--- src/rtl/param_ram_pkg.sv ---
// Shared types and default sizing for the param_ram block.
package param_ram_pkg;

    typedef enum logic {
        IDLE  = 1'b0,
        CLEAR = 1'b1
    } state_t;

    localparam int unsigned DEF_WIDTH = 16;
    localparam int unsigned DEF_DEPTH = 10;

endpackage

--- src/rtl/param_ram_core.sv ---
// Storage array for param_ram: one write port, one registered read port.
// The read register can be loaded from an override value instead of the array.
module param_ram_core
    import param_ram_pkg::*;
#(
    parameter int unsigned WIDTH = DEF_WIDTH,
    parameter int unsigned DEPTH = DEF_DEPTH,
    parameter int unsigned AW    = $clog2(DEPTH)
) (
    input  logic             clk_i,
    input  logic             rst_ni,
    input  logic             wr_en_i,
    input  logic [AW-1:0]    wr_addr_i,
    input  logic [WIDTH-1:0] wr_data_i,
    input  logic             rd_en_i,
    input  logic [AW-1:0]    rd_addr_i,
    input  logic             rd_force_i,
    input  logic [WIDTH-1:0] rd_force_data_i,
    output logic [WIDTH-1:0] rd_data_o
);

    logic [WIDTH-1:0] mem_q [DEPTH];
    logic [WIDTH-1:0] rd_data_q;

    // Contents are established by the clear sweep, so the array carries no reset.
    always_ff @(posedge clk_i) begin
        if (wr_en_i) begin
            mem_q[wr_addr_i] <= wr_data_i;
        end
    end

    always_ff @(posedge clk_i or negedge rst_ni) begin
        if (!rst_ni) begin
            rd_data_q <= '0;
        end else if (rd_en_i) begin
            rd_data_q <= rd_force_i ? rd_force_data_i : mem_q[rd_addr_i];
        end
    end

    assign rd_data_o = rd_data_q;

endmodule

--- src/rtl/param_ram.sv ---
// Parameterised RAM with clear sweep FSM, range checking and error pulses.
// Define PARAM_RAM_BYPASS_EN for write-through on same-address read/write.
module param_ram
    import param_ram_pkg::*;
#(
    parameter  int unsigned WIDTH = DEF_WIDTH,
    parameter  int unsigned DEPTH = DEF_DEPTH,
    localparam int unsigned AW    = $clog2(DEPTH)
) (
    input  logic             clock,
    input  logic             reset,
    input  logic             clear,
    input  logic             we,
    input  logic [AW-1:0]    wr_addr,
    input  logic [WIDTH-1:0] wr_data,
    input  logic             re,
    input  logic [AW-1:0]    rd_addr,
    output logic [WIDTH-1:0] rd_data,
    output logic             rd_valid,
    output logic             busy,
    output logic             err_wr,
    output logic             err_rd
);

    localparam logic [AW:0]   DEPTH_L = (AW+1)'(DEPTH);
    localparam logic [AW-1:0] LAST    = AW'(DEPTH - 1);

    state_t          state_q;
    logic [AW-1:0]   ptr_q;
    logic            rd_valid_q;
    logic            err_wr_q;
    logic            err_rd_q;

    logic            idle;
    logic            wr_in_range;
    logic            rd_in_range;
    logic            wr_ok;
    logic            rd_ok;
    logic            bypass;
    logic            core_we;
    logic [AW-1:0]   core_waddr;
    logic [WIDTH-1:0] core_wdata;
    logic            rd_force;
    logic [WIDTH-1:0] rd_force_data;

    assign idle        = (state_q == IDLE);
    assign wr_in_range = ({1'b0, wr_addr} < DEPTH_L);
    assign rd_in_range = ({1'b0, rd_addr} < DEPTH_L);
    assign wr_ok       = idle && we && wr_in_range;
    assign rd_ok       = idle && re;

`ifdef PARAM_RAM_BYPASS_EN
    assign bypass = wr_ok && (wr_addr == rd_addr);
`else
    assign bypass = 1'b0;
`endif

    // The sweep owns the write port while clearing; user writes only in IDLE.
    assign core_we       = idle ? wr_ok : 1'b1;
    assign core_waddr    = idle ? wr_addr : ptr_q;
    assign core_wdata    = idle ? wr_data : '0;
    assign rd_force      = !rd_in_range || bypass;
    assign rd_force_data = rd_in_range ? wr_data : '0;

    always_ff @(posedge clock or negedge reset) begin
        if (!reset) begin
            state_q    <= CLEAR;
            ptr_q      <= '0;
            rd_valid_q <= 1'b0;
            err_wr_q   <= 1'b0;
            err_rd_q   <= 1'b0;
        end else begin
            rd_valid_q <= rd_ok;
            err_rd_q   <= rd_ok && !rd_in_range;
            err_wr_q   <= idle && we && !wr_in_range;
            unique case (state_q)
                IDLE: begin
                    if (clear) begin
                        state_q <= CLEAR;
                        ptr_q   <= '0;
                    end
                end
                CLEAR: begin
                    if (clear) begin
                        ptr_q <= '0;
                    end else if (ptr_q == LAST) begin
                        state_q <= IDLE;
                        ptr_q   <= '0;
                    end else begin
                        ptr_q <= ptr_q + 1'b1;
                    end
                end
                default: begin
                    state_q <= CLEAR;
                    ptr_q   <= '0;
                end
            endcase
        end
    end

    param_ram_core #(
        .WIDTH (WIDTH),
        .DEPTH (DEPTH),
        .AW    (AW)
    ) u_core (
        .clk_i           (clock),
        .rst_ni          (reset),
        .wr_en_i         (core_we),
        .wr_addr_i       (core_waddr),
        .wr_data_i       (core_wdata),
        .rd_en_i         (rd_ok),
        .rd_addr_i       (rd_addr),
        .rd_force_i      (rd_force),
        .rd_force_data_i (rd_force_data),
        .rd_data_o       (rd_data)
    );

    assign rd_valid = rd_valid_q;
    assign busy     = (state_q == CLEAR);
    assign err_wr   = err_wr_q;
    assign err_rd   = err_rd_q;

endmodule

--- config.mk ---
export PLATFORM = sky130hd
export DESIGN_NAME = param_ram
export DESIGN_NICKNAME = d
export VERILOG_FILES = /design/src/rtl/param_ram_pkg.sv /design/src/rtl/param_ram_core.sv /design/src/rtl/param_ram.sv
export SDC_FILE = /design/constraint.sdc
export NUM_CORES = 1
export LEC_CHECK = 0
export BUFFER_PORTS_ARGS = -buffer_cell sky130_fd_sc_hd__clkbuf_2
export CAP_MARGIN = 20
export CORE_ASPECT_RATIO = 0.9
export CORE_MARGIN = 4
export CORE_UTILIZATION = 25
export CTS_BUF_LIST = sky130_fd_sc_hd__clkbuf_2 sky130_fd_sc_hd__clkbuf_4 sky130_fd_sc_hd__clkbuf_8
export DETAILED_ROUTE_END_ITERATION = 16
export PLACE_DENSITY = 0.5
export RECOVER_POWER = 50
export SYNTH_ARGS = -nofsm -noshare
export SYNTH_HDL_FRONTEND = slang
export SYNTH_SLANG_ARGS = --single-unit
--- constraint.sdc ---
create_clock -name clock -period 2.51 [get_ports clock]
set_input_delay 0.502 -clock clock [delete_from_list [all_inputs] [get_ports clock]]
set_output_delay 0.502 -clock clock [all_outputs]
set_load 0.02 [all_outputs]
# ---- Yosys cells after proc, flatten, opt, wreduce, memory -nomap -nowiden
# Memory sizes are Yosys's and may differ from the RTL's.
# Cells that the tools add are included.
dict set report word_totals {
  mem_bits_rw 160
  ff_bits 24
  output_inout_bits 20
  n_memories 1
}
dict set report op_classes {
  order_cmp 2
  addsub 1
  n_eq_ne 2
  muxes 14
  n_bitwise 1
  reduce_logical 7
}
# name words word_bits rd rd_clocked_by_memory_dff wr line_no
set mem_list {}
lappend mem_list {u_core.mem_q 10 16 1 0 1 param_ram_core.sv:22} ;# logic [WIDTH-1:0] mem_q [DEPTH];
# op n
set ops {}
lappend ops {{16-bit 2-to-1 mux} 2}
lappend ops {{4-bit 2-to-1 mux} 4}
lappend ops {{4-bit less-than comparator, second input constant} 2}
lappend ops {{4-bit one-hot mux with 2 select lines} 1}
lappend ops {{1-bit 2-to-1 mux} 6}
lappend ops {{1-bit logical AND} 5}
lappend ops {{4-bit by 1-bit adder with 4-bit output, second input constant} 1}
lappend ops {{4-bit equality test, second input constant} 1}
lappend ops {{1-bit logical NOT} 2}
lappend ops {{2-bit inequality test, second input constant} 1}
lappend ops {{1-bit one-hot mux with 2 select lines} 1}
lappend ops {{1-bit NOT} 1}

# ---- Longest topological paths before layout
# Gate-level depths: netlist of run 1.
dict set report depth {
  word_depth 6
  depth_mapped 7
  ltp_nobuf 6
}

# ---- Cells and area by module
# From an unflattened synthesis of run 1, not the netlist that was laid out.
dict set report unflattened {
  hier_cells 507
  hier_area_um2 7812.5
}
# module cells_each area_each_um2 instances
set by_module_without_submodules {}
lappend by_module_without_submodules {param_ram_core 432 7165.6 1}
lappend by_module_without_submodules {param_ram 75 646.9 1}

# ---- Least setup slack after synthesis of run 1
# Ideal clock, no wire load.
dict set report synth_timing {
  path_type {reg2reg}
  start {register state_q, in the netlist busy}
  end {memory u_core.mem_q[4][0] in the netlist's numbering, enable pin}
  path_stages_with_launch 6
  period_less_slack_ns 2.377
  required_time_ns 2.122
  n_path_buf 2
  path_slack_ns 0.133
  t_arrival_ns 1.988
  path_cell_list {dfstp_2 buf_2 buf_2 mux2i_1 nand2_1 nor2_1}
}
dict set report synth_between {
  elab_chain_cells 6
  elab_cells_between_ends 7
  classes_between {mux (4); bitwise (1); reduce/logical (2)}
}
# element line_no
set synth_lines {}
lappend synth_lines {{start, declared} param_ram.sv:28} ;# state_t state_q;
lappend synth_lines {{start signal, assigned} param_ram.sv:67} ;# state_q <= CLEAR;
lappend synth_lines {{start signal, assigned} param_ram.sv:79} ;# state_q <= CLEAR;
lappend synth_lines {{start signal, assigned} param_ram.sv:87} ;# state_q <= IDLE;
lappend synth_lines {{1-bit NOT} n/a}
lappend synth_lines {{1-bit logical AND (2 in series)} param_ram.sv:49} ;# assign wr_ok = idle && we && wr_in_range;
lappend synth_lines {{1-bit 2-to-1 mux} param_ram.sv:59} ;# assign core_we = idle ? wr_ok : 1'b1;
lappend synth_lines {{1-bit 2-to-1 mux} param_ram_core.sv:27} ;# if (wr_en_i) begin
lappend synth_lines {{1-bit 2-to-1 mux (not written as such)} param_ram_core.sv:28} ;# mem_q[wr_addr_i] <= wr_data_i;
lappend synth_lines {{end, declared} param_ram_core.sv:22}
# Several ways; a longest one is shown, not always the timed one.

# ---- Worst setup path after layout of run 1
dict set report layout_timing {
  start {register state_q, in the netlist busy}
  end {output port busy}
}
# element line_no
set layout_lines {}
lappend layout_lines {{end, declared} param_ram.sv:20} ;# output logic busy,
# No word-level cell between the ends.

==> results of run 1 <==
## sequential cells by signal, summed over array words and instances (netlist names)
name	flops
ptr_q	4
rd_valid	1
busy	1
u_core.mem_q	160
u_core.rd_data_o	16
err_rd	1
err_wr	1
## cell type report
| class | count | area share [%] |
|---|---|---|
| clock buffers | 18 | 2.80 |
| clock inverters | 14 | 2.28 |
| inverters | 3 | 0.131 |
| multi-input cells | 247 | 21.3 |
| flip-flops and latches | 184 | 62.8 |
| well taps | 396 | 5.75 |
| repair buffers | 75 | 5.00 |
## path summary, 6_finish.rpt
path | start | end | slack [ns] | cells after the start
min in group asynchronous | reset | u_core.rd_data_o[5] | 0.50 | 1
setup / recovery | busy | busy | 0.49 | 1
max in group asynchronous | reset | ptr_q[3] | 0.97 | 1
setup reg to reg | busy | u_core.mem_q[8][12] | 0.51 | 4
hold reg to reg | u_core.rd_data_o[12] | u_core.rd_data_o[12] | 0.52 | 1
hold / removal | clear | ptr_q[0] | 0.26 | 2
## layer usage
metal	global-route usage, %	vias up
met5	0	-
met4	3.21	0
met3	2.39	19
met2	17.3	152
met1	17.3	2182
li1	-	1943
## cell families (layout without fill, tap and decap cells)
family,after synthesis,in the layout
AND/OR/NAND/NOR,98,98
AO/OA/AOI/OAI,94,94
multiplexers,53,53
buffers and inverters,35,110
flip-flops,184,184
adder cells (fa/ha/maj),2,2
## synthesized netlist by cell type (all sizes together), types with 10 or more instances
library cell  count
nor4             15
mux2i            19
nand2            10
clkbuf           10
nor2b            48
o22ai            16
buf              22
o22a             16
a2111oi          16
mux2             34
edfxtp          160
nor2             16
dfrtp            23
o21ai            20
a211oi           17
## power groups by stage
stage	Clock (mW)	Combinational [mW]	Sequential (mW)
global placement	0	0.488	3.54
floorplan	0	0.260	3.57
finish	2.17	0.486	3.48
global route	2.35	0.528	3.49
CTS	2.22	0.501	3.48
detailed placement	0	0.500	3.55
## per-stage QoR
step	setup slack, ns	hold slack, ns
6_report	0.492	0.263
5_1_grt	0.358	0.236
3_3_place_gp	0.188	0.507
3_5_place_dp	0.157	0.507
2_1_floorplan	0.133	0.206
4_1_cts	0.436	0.126
==> impl_metrics.ini, run 1 <==
[place]
place_hpwl_mm = 11.6
io_buffers = 48
dp_cells = 905
placed_area_sq_um = 8210
place.gp.congestion = 0.736

[synthesis]
synth-xor-area-share_pct = 0
synth_top_area_cell = edfxtp_1
ys_types = 34
synth_warnings = 0
async_flop_share_pct = 13.0
synth_ff_type = edfxtp_1
synth-seq-cells = 184
syn_area_per_cell_sq_um = 16.0
synth.net_count = 497
synth-edff-count = 160
synth_cells = 466
synth_top_family_by_area = compound AO/OA/AOI/OAI gates
yosysSeqAreaShare_pct = 72.6
synthesis.area_sq_um = 7440
synthAdderAreaFrac_pct = 0.336
synth_mux_area_share_pct = 7.70
yosys.area_share.simple_pct = 7.46
synth.area.top_cells = edfxtp_1, dfrtp_1, nor2b_1
synth_compound_area_share_pct = 9.11
synth_top_area_share_pct = 64.5

[clocking]
cts_hold_buf = 0
cts_post_setup_buffers_inserted = 0
cts_tree = built
path_clk_slew_ns = 0.10
clock_latency_ns = 0.45
cts_resized = 0
h-tree-depth = 4
cts_root_buf = clkbuf_8
cts_sinks = 184
clock_path_buffers = 2
cts_inserted_buffers = 17

[cells_and_area]
finalInstanceArea_sq_um = 8620
drive_above_1_share_pct = 18.1
final_util_pct = 29.5
seqCellArea_sq_um = 5410
num-fill-cells = 2902
final_cells = 937
nets = 559
layout_commonest_cell = edfxtp_1
multi_input_area_sq_um = 1830
final_cell_mix = edfxtp_1, nor2b_1, clkbuf_2, buf_4, mux2_1
area_growth_pct = 15.8
antenna_cells = 0

[pwr]
ir_drop_uv = 314
combPwrFrac_pct = 7.9
p_sw_share_pct = 23.2
p_clk_share_pct = 35.4
p_int_mw = 4.71
fin_total_pwr_mw = 6.13
power_frac_seq_pct = 56.7
powerDensity_nw_per_um2 = 712
p_leak_nw = 2.87
switching_power_mw = 1.42

[sta]
period_needed_ns = 2.02
tightest_slew_ns = 1.77
clock.fmax_mhz = 496
finalMaxSlewViolations = 25
rsz0062_at_grt = no
maxSlewHeadroom_pct = -17.9
finalSetupViolCount = 0
finClkSkew_ns = 0.0153
fin_crit_sh_pct = 80.4
hold_viol = 0
setup_tns_ns = 0

[worst_setup_path]
required_ns = 2.01
endpoint_kind = primary output
cp-start-kind = flip-flop
cp_num_buf_inv = 1
cp_cell_sequence = clkbuf_2
path_delay_family = flip-flops
arrival_ns = 1.52
crit_slowest_cell = dfstp_2
max_stage_delay_ns = 0.81
crit_fanout = 21
crit_type = reg2out

[grt]
grt-ovfl-total = 0
antenna_found_initial = 0
grt.total_usage_pct = 11.7
grt_max_degree = 54
grt_pass1_wl_mm = 27.7
grt_pass1_vias = 4353

[detailed_routing]
top_layer_used = met4
dr.first_iter.drc_count = 403
wl_met1_mm = 9.45
vias = 4296
viasPerCell = 4.58
dr.pass1.iters = 4
ant_nets = 0
routed_wirelength_mm = 18.8
wl_met2_mm = 8.10
drc = 0
wl_per_cell_microns = 20.1
met3RoutedLength_mm = 1.00

[floorplan]
row_count = 59
die_h_microns = 172
io-pin-count = 49
die_w_microns = 190
initial_core_util_pct = 25.5
core_sq_um = 29200
dieArea_sq_um = 32600

[status]
status = finished with violations
violations = max-capacitance violations, max-slew violations

[min_path]
hold_class = in2reg

[job]
drv_cap = 1
No activity file was read; power rests on OpenSTA's default activity.
==> run 2, diff against run 1 <==
- PLACE_DENSITY: 0.5 -> 0.51
- clock period: 2.51 -> 1.75 ns (I/O delays scaled with it)
==> run 2 against run 1 <==
  * The flow finishes with violations (negative setup slack)
  * Combinational power rose by 68%
  * Sequential power grew 43%
  * Clock-buffer cell count unchanged
  * Register-to-register slack got worse by 0.56 ns
  * Critical path type is now reg2reg
  * Largest cell class unchanged
==> impl_metrics.ini, run 2 (synthesis gave the netlist of run 1 again) <==
[sta]
post-route-worst-setup-slack_ns = -0.0471
period_needed_ns = 1.80
clock.fmax_mhz = 556
hold_viol = 0
rsz0062_at_grt = yes
tightest_slew_ns = 0.987
finalSetupViolCount = 122
finClkSkew_ns = 0.0164
fin_crit_sh_pct = 103
maxSlewHeadroom_pct = 34.1
finalMaxSlewViolations = 0

[pwr]
ir_drop_uv = 421
fin_total_pwr_mw = 8.85
p_leak_nw = 3.13
powerDensity_nw_per_um2 = 956

[place]
io_buffers = 48
dp_slack_ns = -0.202
place.gp.congestion = 0.774
place_hpwl_mm = 12.2

[worst_setup_path]
crit_type = reg2reg
regToRegSetupSlack_ns = -0.05
endpoint_kind = flip-flop
cp_cell_sequence = buf_6 > a211oi_1 > a22o_1 > buf_4 > nand2_4 > nor2_4 > buf_12
crit_fanout = 12
arrival_ns = 1.95
crit_slowest_cell = dfstp_2
cp-start-kind = flip-flop
max_stage_delay_ns = 0.43
required_ns = 1.91

[clocking]
cts_root_buf = clkbuf_8
cts_tree = built
cts_sinks = 184
h-tree-depth = 4
cts_inserted_buffers = 17
path_clk_slew_ns = 0.10
clock_path_buffers = 2
clock_latency_ns = 0.45

[min_path]
hold_class = in2reg

[status]
status = finished with violations
violations = negative setup slack

[detailed_routing]
viasPerCell = 4.41
dr.pass1.iters = 4
wl_met1_mm = 8.61
ant_nets = 0
wl_per_cell_microns = 17.8
top_layer_used = met4
vias = 4289
drc = 0
wl_met2_mm = 7.63
routed_wirelength_mm = 17.3
met3RoutedLength_microns = 969
dr.first_iter.drc_count = 259

[grt]
grt_pass1_wl_mm = 26.4
grt_pass1_vias = 4434
grt-ovfl-total = 0
antenna_found_initial = 0
grt.total_usage_pct = 10.8
grt_max_degree = 47

[cells_and_area]
area_growth_pct = 24.5
top_register = u_core.mem_q
num-fill-cells = 2872
drive_above_1_share_pct = 27.8
antenna_cells = 0
final_cell_mix = edfxtp_1, buf_4, nor2b_1, clkbuf_2, mux2_1
layout_commonest_cell = edfxtp_1
seqCellArea_sq_um = 5410
largest_reg_flops = 160
nets = 594
multi_input_area_sq_um = 2010

[floorplan]
core_sq_um = 29200
die_h_microns = 172
initial_core_util_pct = 25.5
die_w_microns = 190
io-pin-count = 49
dieArea_sq_um = 32600
row_count = 59

[job]
drv_cap = 0
run 2: timing repair:
action / in CTS / in global routing
endpoints found under the setup margin: 186 / 227
pin swaps: 3 / 3
hold buffers: 1 / 0
resized for setup: 13 / 11
endpoints found under the hold margin: 23 / 0
buffers inserted: 6 / 2
run 2: area by class of cell:
class | instances | area share (%)
multi-input combinational | 247 | 21.7
sequential | 184 | 58.4
inverter | 3 | 0.122
tap | 396 | 5.35
timing repair buffer | 110 | 9.83
clock buffer | 18 | 2.67
clock inverter | 14 | 1.99
run 2: through the flow:
| step | hold WS [ns] | utilization [%] | area, sq um | TNS [ns] | cells |
|---|---|---|---|---|---|
| floorplan | 0.0544 | - | 7580 | -12.59 | 466 |
| global placement | 0.442 | 29.9 | 8720 | -4.40 | 931 |
| detailed placement | 0.450 | 29.9 | 8720 | -12.51 | 931 |
| CTS | 0.0719 | 31.8 | 9260 | -2.27 | 970 |
| global route | 0.0937 | 31.8 | 9270 | -12.54 | 972 |
| finish | 0.105 | 31.8 | 9270 | -2.50 | 972 |
run 2: path summary, 6_finish.rpt:
check | start | endpoint | cells past startpoint
setup / recovery | busy | u_core.mem_q[4][7] | 7
hold / removal | clear | ptr_q[0] | 2
setup reg to reg | busy | u_core.mem_q[4][7] | 7
hold reg to reg | u_core.rd_data_o[12] | u_core.rd_data_o[12] | 1
max in group asynchronous | reset | err_wr | 2
min in group asynchronous | reset | u_core.rd_data_o[8] | 2
run 2: worst max-delay path: cells and delay by family, from the launching register on:
family	cells	cell delay, ns
flip-flops	1	0.43
buffers and inverters	3	0.43
AO/OA/AOI/OAI	2	0.40
AND/OR/NAND/NOR	2	0.23
run 2: layer usage:
layer | track usage [%] | up-vias
li1 | - | 2014
met1 | 15.8 | 2166
met2 | 16.3 | 104
met3 | 2.86 | 5
met4 | 2.36 | 0
met5 | 0 | -
run 2: where the power goes:
part	internal, mW	total (mW)	switching (mW)	leakage, nW
clock network	1.49	3.06	1.56	0.217
logic	0.357	0.817	0.460	1.10
registers	4.91	4.98	0.0689	1.81
total	6.76	8.85	2.09	3.13
==> run 3, diff against run 2 <==
- SYNTH_HIERARCHICAL: unset -> 1
==> run 3 against run 2 <==
  * The run still ends with negative setup slack left
  * Area after synthesis increased by 5.0%
  * Non-clock buffer count decreased by 6
  * Synthesized cell count increased by 8.8%
  * Clock skew decreased by 0.0098 ns
  * Clock power decreased by 15%
  * First-iteration DRC count decreased by 3.9%
  * Combinational power increased by 20%
  * Via count increased by 6.2%
  * Worst hold slack improved by 0.014 ns
  * Core utilization decreased by 1.0 points
  * Cell count increased by 5.2%
  * Sequential power increased by 1%
  * Critical path type unchanged
  * Critical endpoint is now u_core/mem_q[0][1]
  * Largest power group unchanged
==> impl_metrics.ini, run 3 <==
[place]
dp_cells = 988
place_hpwl_mm = 12.3
dp_slack_ns = -0.340
place.gp.congestion = 0.738
io_buffers = 48

[synthesis]
synth_top_area_cell = edfxtp_1
synth.net_count = 538
async_flop_share_pct = 13.0
ys_types = 40
yosysSeqAreaShare_pct = 69.2
synth_ff_type = edfxtp_1
synth-edff-count = 160
synth_warnings = 6
synth.area.top_cells = edfxtp_1, mux2i_1, dfrtp_1
yosysMostFrequentCell = edfxtp_1
syn_area_per_cell_sq_um = 15.4
synthTopCellsByCount = edfxtp_1, mux2i_1, nand2_1
synthesis.area_sq_um = 7810
synth_cells = 507
synth_top_area_share_pct = 61.5
synth-seq-cells = 184

[pwr]
powerDensity_nw_per_um2 = 909
p_leak_nw = 3.37
ir_drop_uv = 374

[status]
status = finished with violations
violations = negative setup slack

[detailed_routing]
viasPerCell = 4.45
ant_nets = 0
vias = 4555
drc = 0
routed_wirelength_mm = 18.9
dr.pass1.iters = 5
wl_per_cell_microns = 18.5
dr.first_iter.drc_count = 249

[floorplan]
die_w_microns = 194
io-pin-count = 49
core_sq_um = 30800
row_count = 61
initial_core_util_pct = 25.3
dieArea_sq_um = 34100
die_h_microns = 176

[min_path]
hold_class = in2reg
hold_path_depth = 2
min_to = ptr_q[2]
min-delay-start = clear

[grt]
grt-ovfl-total = 0
grt_util_met2_pct = 18.5
grt_pass1_wl_mm = 28.6
antenna_found_initial = 0
grt.busiest_layer = met2
grt.total_usage_pct = 11.1
grt_pass1_vias = 4885
met3_usage_pct = 2.57
met1_usage_pct = 14.1
grt_max_degree = 35

[worst_setup_path]
rr_worst_depth = 4
cp-start-kind = flip-flop
required_ns = 1.91
reg2reg_from = busy
endpoint_kind = flip-flop
r2r-end = u_core/mem_q[0][1]
crit_type = reg2reg
arrival_ns = 2.26
crit_fanout = 16
regToRegSetupSlack_ns = -0.35

[clocking]
clock_path_buffers = 2
h-tree-depth = 4
cts_root_buf = clkbuf_8
cts_sinks = 184
cts_tree = built
cts_inserted_buffers = 17
path_clk_slew_ns = 0.09
clock_latency_ns = 0.45

[sta]
finalMaxSlewViolations = 0
period_needed_ns = 2.10
tightest_slew_ns = 0.802
fin_crit_sh_pct = 120
rsz0062_at_grt = yes
maxSlewHeadroom_pct = 46.5
finalSetupViolCount = 177
finClkSkew_ns = 0.00662
post-route-worst-setup-slack_ns = -0.346
clock.fmax_mhz = 477
hold_ws_ns = 0.119
hold_viol = 0

[cells_and_area]
antenna_cells = 0
final_cells = 1023
nets = 632
num-fill-cells = 3083
seqCellArea_sq_um = 5410
area_growth_pct = 21.4
top_register = u_core/mem_q
final_util_pct = 30.8
largest_reg_flops = 160
multi_input_area_sq_um = 2300
drive_above_1_share_pct = 24.9
final_cell_mix = edfxtp_1, mux2i_1, nand2_1, clkbuf_2, o21ai_1
layout_commonest_cell = edfxtp_1

[job]
drv_cap = 0
==> run 3: how the worst max path moves through the flow <==
stage / endpoint / cells past startpoint / start / slack (ns)
finish: u_core/mem_q[0][1] / 4 / busy / -0.35
global route: u_core/mem_q[0][1] / 4 / busy / -0.37
CTS: u_core/mem_q[0][1] / 4 / busy / -0.35
detailed placement: u_core/mem_q[0][14] / 4 / busy / -0.34
global placement: u_core/rd_data_o[2] / 5 / busy / -0.44
floorplan: u_core/mem_q[0][0] / 4 / busy / -0.64
==> run 3: where the power goes <==
part           switching [mW]  internal, mW  leakage [nW]  total [mW]
sequential             0.0918          4.95          1.80        5.04
clock                    1.56          1.05         0.176        2.61
combinational           0.608         0.368          1.39       0.977
==> run 3: metrics by stage <==
stage | power, mW | cell area, sq um | TNS, ns
after global placement | 6.12 | 9070 | -40.42
after CTS | 8.76 | 9500 | -35.39
after global routing | 8.98 | 9490 | -43.41
final | 8.63 | 9490 | -35.13
after floorplan | 5.70 | 7920 | -68.64
after detailed placement | 6.14 | 9100 | -36.23
==> run 3: critical path, stage by stage (launching register included) <==
cell and delay, ns:
dfstp_2 0.59, mux2_4 0.32, or3b_4 0.47, nor3_4 0.23, buf_12 0.19
==> run 3: final cells by class <==
| class | instances | share of cell area [%] |
|---|---|---|
| Inverter | 3 | 0.119 |
| Multi-Input combinational cell | 291 | 24.2 |
| Tap cell | 409 | 5.40 |
| Clock buffer | 19 | 2.62 |
| Timing Repair Buffer | 104 | 9.46 |
| Sequential cell | 184 | 57.0 |
| Clock inverter | 13 | 1.16 |
==> run 3: cells by family (layout without fill, tap and decap cells) <==
family / after synthesis / in the layout / share of synthesized area, %
fa+ha+maj: 2 / 2 / 0.320
compound gates: 90 / 90 / 8.57
flops: 184 / 184 / 69.2
buf+inv: 32 / 139 / 2.95
simple gates: 114 / 114 / 7.29
xor+xnor: 1 / 1 / 0.112
mux: 84 / 84 / 11.6
==> run 3: timing repair <==
| item | 4_1_cts | 5_1_grt |
|---|---|---|
| hold endpoints to repair | 23 | 0 |
| gates resized for setup | 8 | 1 |
| buffers inserted | 0 | 1 |
| hold buffers | 1 | 0 |
| gates cloned | 0 | 1 |
| endpoints found under the setup margin | 161 | 161 |
| pin swaps | 3 | 2 |
==> run 3: routing by layer <==
layer | routed length (microns) | up-vias
met3 | 701 | 28
li1 | - | 2121
met2 | 9160 | 102
met4 | 422 | 0
met5 | 0 | -
met1 | 8610 | 2304
